--- src/rtl/byte_packer_pkg.sv ---
// Shared constants and helpers for the byte packer.
package byte_packer_pkg;

    localparam int WORD_BYTES_DEFAULT = 4;
    localparam int WORD_BYTES_MIN     = 2;
    localparam int WORD_BYTES_MAX     = 8;

    // Contiguous lane mask with the lowest n_lanes bits set (n_lanes 1..8).
    function automatic logic [7:0] keep_mask(input logic [3:0] n_lanes);
        keep_mask = (8'h01 << n_lanes) - 8'h01;
    endfunction

endpackage

--- src/rtl/byte_packer.sv ---
// Packs a byte stream into little-endian words of WORD_BYTES lanes.
// A word is emitted when it fills up or when a byte marked last arrives;
// the output word is held in a single register with ready/valid backpressure.
module byte_packer
    import byte_packer_pkg::*;
#(
    parameter int WORD_BYTES = WORD_BYTES_DEFAULT
) (
    input  logic                    clk,
    input  logic                    rst,
    input  logic                    s_valid,
    output logic                    s_ready,
    input  logic [7:0]              s_data,
    input  logic                    s_last,
    output logic                    m_valid,
    input  logic                    m_ready,
    output logic [8*WORD_BYTES-1:0] m_data,
    output logic [WORD_BYTES-1:0]   m_keep,
    output logic                    m_last
);

    localparam int DATA_W = 8 * WORD_BYTES;
    localparam int CNT_W  = $clog2(WORD_BYTES);
    localparam logic [CNT_W-1:0] CNT_MAX = CNT_W'(WORD_BYTES - 1);

    generate
        if (WORD_BYTES < WORD_BYTES_MIN || WORD_BYTES > WORD_BYTES_MAX) begin : g_bad_word_bytes
            $error("byte_packer: WORD_BYTES must lie in 2..8");
        end
    endgenerate

    logic [CNT_W-1:0]      cnt_r;
    logic [CNT_W-1:0]      cnt_nxt_s;
    logic [DATA_W-1:0]     acc_r;
    logic [DATA_W-1:0]     acc_nxt_s;
    logic                  m_valid_r;
    logic                  m_valid_nxt_s;
    logic [DATA_W-1:0]     m_data_r;
    logic [DATA_W-1:0]     m_data_nxt_s;
    logic [WORD_BYTES-1:0] m_keep_r;
    logic [WORD_BYTES-1:0] m_keep_nxt_s;
    logic                  m_last_r;
    logic                  m_last_nxt_s;

    logic                  s_ready_s;
    logic                  byte_xfer_s;
    logic                  complete_s;
    logic [DATA_W-1:0]     lane_word_s;
    logic [DATA_W-1:0]     merged_s;

    // The output register can take a new word whenever it is empty or being drained.
    assign s_ready_s   = !m_valid_r || m_ready;
    assign byte_xfer_s = s_valid && s_ready_s;
    assign complete_s  = s_last || (cnt_r == CNT_MAX);
    assign lane_word_s = DATA_W'(s_data) << {cnt_r, 3'b000};
    assign merged_s    = acc_r | lane_word_s;

    // Next-state for the accumulator, fill count and output word register.
    always_comb begin
        cnt_nxt_s     = cnt_r;
        acc_nxt_s     = acc_r;
        m_valid_nxt_s = m_valid_r;
        m_data_nxt_s  = m_data_r;
        m_keep_nxt_s  = m_keep_r;
        m_last_nxt_s  = m_last_r;

        if (m_valid_r && m_ready) begin
            m_valid_nxt_s = 1'b0;
        end else begin
            m_valid_nxt_s = m_valid_r;
        end

        if (byte_xfer_s && complete_s) begin
            // Completing byte: publish the word and start a fresh, zeroed accumulator
            // so that unused lanes of the next short word read as zero.
            m_valid_nxt_s = 1'b1;
            m_data_nxt_s  = merged_s;
            m_keep_nxt_s  = WORD_BYTES'(keep_mask(4'(cnt_r) + 4'd1));
            m_last_nxt_s  = s_last;
            cnt_nxt_s     = {CNT_W{1'b0}};
            acc_nxt_s     = {DATA_W{1'b0}};
        end else if (byte_xfer_s) begin
            cnt_nxt_s = cnt_r + CNT_W'(1);
            acc_nxt_s = merged_s;
        end else begin
            cnt_nxt_s = cnt_r;
            acc_nxt_s = acc_r;
        end
    end

    // State registers; reset drops any partial or pending word.
    always_ff @(posedge clk) begin
        if (rst) begin
            cnt_r     <= {CNT_W{1'b0}};
            acc_r     <= {DATA_W{1'b0}};
            m_valid_r <= 1'b0;
            m_data_r  <= {DATA_W{1'b0}};
            m_keep_r  <= {WORD_BYTES{1'b0}};
            m_last_r  <= 1'b0;
        end else begin
            cnt_r     <= cnt_nxt_s;
            acc_r     <= acc_nxt_s;
            m_valid_r <= m_valid_nxt_s;
            m_data_r  <= m_data_nxt_s;
            m_keep_r  <= m_keep_nxt_s;
            m_last_r  <= m_last_nxt_s;
        end
    end

    assign s_ready = s_ready_s;
    assign m_valid = m_valid_r;
    assign m_data  = m_data_r;
    assign m_keep  = m_keep_r;
    assign m_last  = m_last_r;

endmodule

--- config.mk ---
export PLATFORM = sky130hd
export DESIGN_NAME = byte_packer
export DESIGN_NICKNAME = d
export VERILOG_FILES = /design/src/rtl/byte_packer_pkg.sv /design/src/rtl/byte_packer.sv
export SDC_FILE = /design/constraint.sdc
export NUM_CORES = 1
export LEC_CHECK = 0
export ABC_CLOCK_PERIOD_IN_PS = 4800
export BUFFER_PORTS_ARGS = -buffer_cell sky130_fd_sc_hd__buf_2
export CORE_MARGIN = 1
export CORE_UTILIZATION = 60
export CTS_CLUSTER_DIAMETER = 60
export DETAILED_ROUTE_END_ITERATION = 7
export PLACE_DENSITY = 0.84
export SYNTH_ARGS = -nofsm -noshare
export SYNTH_HDL_FRONTEND = slang
export SYNTH_SLANG_ARGS = --single-unit
--- constraint.sdc ---
create_clock -name clk -period 4.8 [get_ports clk]
set_input_delay 0.24 -clock clk [delete_from_list [all_inputs] [get_ports clk]]
set_output_delay 0.24 -clock clk [all_outputs]
set_load 0.005 [all_outputs]
==> results.md, run 1 <==
* Status: completed
* # DRC at 0
* Internal power at 1030 uW
* Drt total wl at 6.87 mm
* P_sw at 339 uW
* Crit path launch: m_valid
* Area of the die at 0.00549 mm2
* CP startpoint kind: register
* Worst VDD drop at 227 uV
* Gr ovfl total at 0
* Setup slack after placement at 2.46 ns
* Predominant post-synthesis flop cell: dfxtp_1
* Row cnt at 25
* WP data required at 4.98 ns
* Final setup vio count at 0
* Area growth from synthesis to layout at 10.9%
* DP HPWL at 3.97 mm
* Final Hold Violating Endpoints at 0
* Critical path data arrival time at 2.31 ns
* Worst R2R End: m_data[16]
* DR vias at 2609
* Number of global-route vias before repair at 2354
* Post-synth ARST share at 0%
* Share of the synthesized area in the top cell type at 46.2%
* Reg2Reg Depth at 5
* Share of cells above drive strength 1 at 29.4%
* Worst-path fanout max at 74
* Slew Limit Fails at 0
* Max incr delay on CP at 0.66 ns
* Synth warn at 0
* Mapped cell area at 0.00312 mm2
* Number of synthesized flops with an enable pin at 0
* CTS Buf Count at 9
* Total GRT Usage at 27.5%
* Worst Setup Path Type: register to register
* Largest cells by area after synthesis: dfxtp_1, a211oi_2, a41oi_1, a31oi_1, a21oi_1
* Root buffer cell: clkbuf_8
* Clk slew on worst S/H paths at 0.07 ns
* R2R setup slack at 2.67 ns
* Syn Area/Cell at 9.71 um2
* Post-CTS Setup Inserts at 0
* Worst-margin pin slew at 1.14 ns
* Sink Count at 72
* Switching share of power at 24.8%
* Part of the power in the clock network at 41.3%
* Critical Path Sink: m_data[16]
* Iter 0 DRT Violations at 217
* Tcrit/Tclk final at 44.3%
* Filler cells at 393
* Placer congestion estimate at 0.771
* H-tree depth at 3
* Worst min path class: input pin to register
* Register area at 0.00144 mm2
* Area of the multi-input gates at 0.00140 mm2
* Crit-path cells: nor2b_1, inv_2, buf_4, and3_4, a211oi_2
* Pre-Repair DR Iteration Count at 4
* Port bufs at 51
* Syn_nets at 338
* Diode count at 0
* # hold bufs at CTS at 0
* RSZ-0062 raised after global routing: no
* MaxCap Viol Count at 0
* Setup TNS at 0 ns
* Die Y at 74.1 um
* Worst path slowest cell: and3_4
* Fin Clk Skew at 0.00556 ns
* DR WL/cell at 16.7 um
* Max clock buf depth at 2
* First-pass GRT wire length at 11.4 mm
* FF+latch count, synth at 72
* Chip width at 74.1 um
* PD cells at 396 mW/mm2
* Vias/cell at 6.35
* Clk_lat worst skew at 0.34 ns
* Combinational Power Share at 11.9%
* Reg2reg start: m_valid
* Synth Instances at 321
* Seq/Total Area, Yosys at 46.2%
* CTS resizes at 0
* Initial Utilization at 64.3%
* Worst setup margin at 2.67 ns
* ANT nets after route at 0
* Initial antenna violation count at 0
* Synth unique cells at 30
* Slew HR at 23.9%
* # IOs at 52
* Final min period at 2.13 ns
* CP endpoint kind: register
* Top cell type by total area after synthesis: dfxtp_1
* Leak at 0.00127 uW
* Final #Nets at 356
* Core area at 0.00485 mm2
* Sequential Power Share at 46.8%
* Largest net degree at the start of global routing at 75
* F_max at 470 MHz
* CTS tree: built
==> cell type report <==
class,count,share of cell area (%)
Clock buffer,10,3.69
Clock inverter,6,3.11
Inverter,5,0.543
Multi-Input combinational cell,197,40.5
Sequential cell,72,41.7
Tap cell,67,2.42
Timing Repair Buffer,54,8.03
==> routing by layer <==
metal | GRT usage (%) | routed length (um) | vias to the layer above
li1 | - | - | 1246
met1 | 38.2 | 3130 | 1261
met2 | 41.7 | 3210 | 95
met4 | 10.0 | 81 | 0
met3 | 6.37 | 442 | 7
met5 | 0 | 0 | -
==> cell usage in the layout (no fill, tap or decap), drive strengths merged <==
master    Yosys  layout
dfxtp        72      72
buf          30      54
a21oi        36      36
nor2         34      34
a31oi        33      33
a211oi       33      33
a41oi        32      32
clkbuf       17      10
inv           5       5
nor2b         4       4
nand3         4       4
ha            4       4
nand2         3       3
bufinv        0       3
o21ai         2       2
clkinv        0       2
and3          2       2
or2           1       1
xnor2         1       1
mux2i         1       1
nand3b        1       1
nor3          1       1
nor4          1       1
a31o          1       1
and2          1       1
o22ai         1       1
a22o          1       1
clkinvlp      0       1
==> worst max-delay path, delay by kind of cell, from the launching register on <==
family          cells  cell delay (ns)
buf+inv             2             0.64
simple gates        2             0.82
compound gates      1             0.14
flops               1             0.31
==> synthesized netlist by cell type, types with 2 or more instances <==
library cell	number
dfxtp_1	72
a21oi_1	36
nor2_1	34
a31oi_1	33
a41oi_1	32
a211oi_2	30
clkbuf_1	14
buf_2	13
buf_1	9
buf_6	8
inv_1	5
ha_1	4
nand3_1	4
nor2b_1	4
a211oi_1	3
clkbuf_2	3
nand2_1	3
o21ai_0	2
==> sequential cells by signal, summed over array words and instances (netlist names) <==
register,flops
m_valid,1
cnt_r,2
m_data,32
acc_r,32
m_keep,4
m_last,1
==> through the flow <==
| step | total power, uW | instances | hold WS [ns] | cell area [um2] | util, % |
|---|---|---|---|---|---|
| 2_1_floorplan | 780 | 321 | 0.441 | 3120 | - |
| 3_3_place_gp | 811 | 395 | 0.443 | 3220 | 66.5 |
| 3_5_place_dp | 816 | 395 | 0.449 | 3220 | 66.5 |
| 4_1_cts | 1380 | 411 | 0.261 | 3460 | 71.3 |
| 5_1_grt | 1420 | 411 | 0.287 | 3460 | 71.3 |
| 6_report | 1370 | 411 | 0.277 | 3460 | 71.3 |
==> power groups by stage <==
stage               Clock [uW]  Combinational (uW)  Sequential (uW)
finish                     566                 163              641
global route               598                 181              644
CTS                        573                 162              641
detailed placement           0                 162              654
global placement             0                 158              653
floorplan                    0                 125              655
==> cells by family after synthesis <==
group / synth area share, %
AO/OA/AOI/OAI: 35.2
AND/OR/NAND/NOR: 7.47
flip-flops: 46.2
multiplexers: 0.321
XOR/XNOR: 0.281
buffers and inverters: 8.83
adder cells (fa/ha/maj): 1.61
==> worst min-delay path by stage <==
stage | startpoint | end | cells after the start
detailed placement | m_keep[3] | m_keep[3] | 2
global placement | m_keep[3] | m_keep[3] | 2
global route | s_data[3] | acc_r[27] | 3
finish | s_last | m_keep[3] | 3
CTS | s_data[3] | acc_r[27] | 3
floorplan | acc_r[0] | acc_r[0] | 2
No activity file was read; power rests on OpenSTA's default activity.
==> run 2: changes to the inputs <==
--- a/config.mk
+++ b/config.mk
@@ -5,13 +5,13 @@
 export SDC_FILE = /design/constraint.sdc
 export NUM_CORES = 1
 export LEC_CHECK = 0
-export ABC_CLOCK_PERIOD_IN_PS = 4800
+export ABC_CLOCK_PERIOD_IN_PS = 2000
 export BUFFER_PORTS_ARGS = -buffer_cell sky130_fd_sc_hd__buf_2
 export CORE_MARGIN = 1
-export CORE_UTILIZATION = 60
+export CORE_UTILIZATION = 55
 export CTS_CLUSTER_DIAMETER = 60
 export DETAILED_ROUTE_END_ITERATION = 7
-export PLACE_DENSITY = 0.84
+export PLACE_DENSITY = 0.78
 export SYNTH_ARGS = -nofsm -noshare
 export SYNTH_HDL_FRONTEND = slang
 export SYNTH_SLANG_ARGS = --single-unit
==> constraint.sdc (replaced) <==
create_clock -name clk -period 2 [get_ports clk]
set_input_delay 0.1 -clock clk [delete_from_list [all_inputs] [get_ports clk]]
set_output_delay 0.1 -clock clk [all_outputs]
set_load 0.005 [all_outputs]
==> run 2 against run 1 <==
Against the previous run:
- routed wire length rose by 6.0%
- combinational power rose by 150%
- sequential power rose by 140%
- utilization fell by 5.9 points
- first-iteration DRC count fell by 30%
- clock skew barely moved
- global-route usage fell by 1.6 points
==> results.md, run 2 (synthesis gave the netlist of run 1 again) <==
* Status: completed
* Root buffer cell: clkbuf_8
* Placed instance area at 0.00329 mm2 (+2.1%)
* Internal power at 2740 uW (+170%)
* Final min period at 1.81 ns (-0.316 ns)
* Share of cells above drive strength 1 at 31.3% (+1.9 points)
* Critical path data arrival time at 2.01 ns (-0.30 ns)
* WP data required at 2.20 ns (-2.78 ns)
* ANT nets after route at 0 (unchanged)
* Worst min path class: input pin to register
* Drt total wl at 7.28 mm (+6.0%)
* Sink Count at 72 (unchanged)
* Worst-margin pin slew at 0.958 ns (-0.184 ns)
* Slew HR at 35.9% (+12 points)
* Die Y at 77.3 um (+4.3%)
* DP HPWL at 4.41 mm (+11%)
* Area growth from synthesis to layout at 14.9%
* Iter 0 DRT Violations at 151 (-30%)
* Switching share of power at 24.0% (-0.80 points)
* Pre-Repair DR Iteration Count at 4 (unchanged)
* Tcrit/Tclk final at 90.5% (+46 points)
* F_max at 552 MHz (+17%)
* # IOs at 52 (unchanged)
* Area of all placed cells without fillers at 0.00358 mm2 (+3.5%)
* # hold bufs at CTS at 0 (unchanged)
* Part of the power in the clock network at 46.1% (+4.8 points)
* H-tree depth at 3 (unchanged)
* CP endpoint kind: register
* CTS resizes at 0 (unchanged)
* Final #Nets at 364 (+2.2%)
* Final setup vio count at 0 (unchanged)
* DR vias at 2642 (+1.3%)
* CTS Buf Count at 9 (unchanged)
* Initial Utilization at 57.0% (-7.3 points)
* CTS tree: built
* Pwr Total at 3610 uW (+160%)
* Combinational Power Share at 11.3% (-0.6 points)
* RSZ-0062 raised after global routing: no
* Worst VDD drop at 595 uV (+160%)
* Diode count at 0 (unchanged)
* Gr ovfl total at 0 (unchanged)
* Port bufs at 51 (unchanged)
* First-pass GRT wire length at 12.0 mm (+5.8%)
* PD cells at 1010 mW/mm2 (+150%)
* Setup TNS at 0 ns (unchanged)
* Leak at 0.00134 uW (+5.2%)
* Initial antenna violation count at 0 (unchanged)
* Chip width at 77.3 um (+4.3%)
* # DRC at 0 (unchanged)
* Max clock buf depth at 2 (unchanged)
* Most common cell after layout, fill and taps aside: dfxtp_1
* Worst-path fanout max at 33 (-55%)
* Commonest non-fill, non-tap cells in the layout: dfxtp_1, buf_2, a21oi_1
* Total GRT Usage at 25.8% (-1.6 points)
* Core area at 0.00547 mm2 (+13%)
* Largest net degree at the start of global routing at 50 (-33%)
* MaxCap Viol Count at 0 (unchanged)
* CP startpoint kind: register
* Worst Setup Path Type: register to register
* Vias/cell at 6.23 (-1.8%)
* Clk_lat worst skew at 0.35 ns (about the same)
* P_sw at 864 uW (+150%)
* Placer congestion estimate at 0.767 (-0.42%)
* Row cnt at 27 (+8.0%)
* Slew Limit Fails at 0 (unchanged)
* Post-CTS Setup Inserts at 0 (unchanged)
* Sequential Power Share at 42.6% (-4.2 points)
* Fin Clk Skew at 0.00562 ns (+0.0000626 ns)
* Final Hold Violating Endpoints at 0 (unchanged)
* Clk slew on worst S/H paths at 0.08 ns (about the same)
* Area of the die at 0.00597 mm2 (+8.8%)
* Number of global-route vias before repair at 2422 (+2.9%)
* DR WL/cell at 17.2 um (+2.8%)
## run 2: path summary, 6_finish.rpt
path | start | endpoint | slack, ns | depth (start not counted)
max | cnt_r[0] | m_data[6] | 0.19 | 4
min | rst | m_keep[3] | 0.04 | 2
max reg2reg | cnt_r[0] | m_data[6] | 0.19 | 4
min reg2reg | m_keep[2] | m_keep[2] | 0.46 | 2
## run 2: power by group through the flow
stage | combinational, uW | clock [uW] | sequential [uW]
2_1_floorplan | 300 | 0 | 1570
5_1_grt | 446 | 1730 | 1550
4_1_cts | 406 | 1680 | 1540
3_3_place_gp | 397 | 0 | 1570
6_report | 407 | 1660 | 1540
3_5_place_dp | 403 | 0 | 1570
## run 2: through the flow
stage | utilization (%) | hold slack [ns] | worst slack (ns) | instances
after floorplan | - | 0.330 | 0.426 | 321
after global placement | 60.1 | 0.386 | 0.326 | 408
after detailed placement | 60.1 | 0.396 | 0.244 | 408
after CTS | 65.4 | 0.0243 | 0.217 | 424
after global routing | 65.4 | 0.0360 | 0.0669 | 424
final | 65.4 | 0.0371 | 0.189 | 424
## run 2: layer usage
metal | vias up | wire, um | track usage (%) | share of wire [%]
li1 | 1265 | - | - | -
met1 | 1280 | 3390 | 34.5 | 47
met2 | 85 | 3300 | 40.4 | 45
met3 | 12 | 449 | 4.29 | 6.2
met4 | 0 | 138 | 12.5 | 1.9
met5 | - | 0 | 0 | 0
## run 2: final cells by class
cell class,count,area [um2]
fillers,461,1890
flip-flops and latches,72,1440
multi-input cells,197,1400
repair buffers,62,338
clock inverters,7,168
clock buffers,9,124
well taps,72,90.1
inverters,5,18.8
## run 2: worst max-delay path, stage by stage, from the launching register on
cell and delay, ns:
dfxtp_1 0.48, ha_1 0.23, or2_1 0.17, and3_4 0.58, a211oi_2 0.17
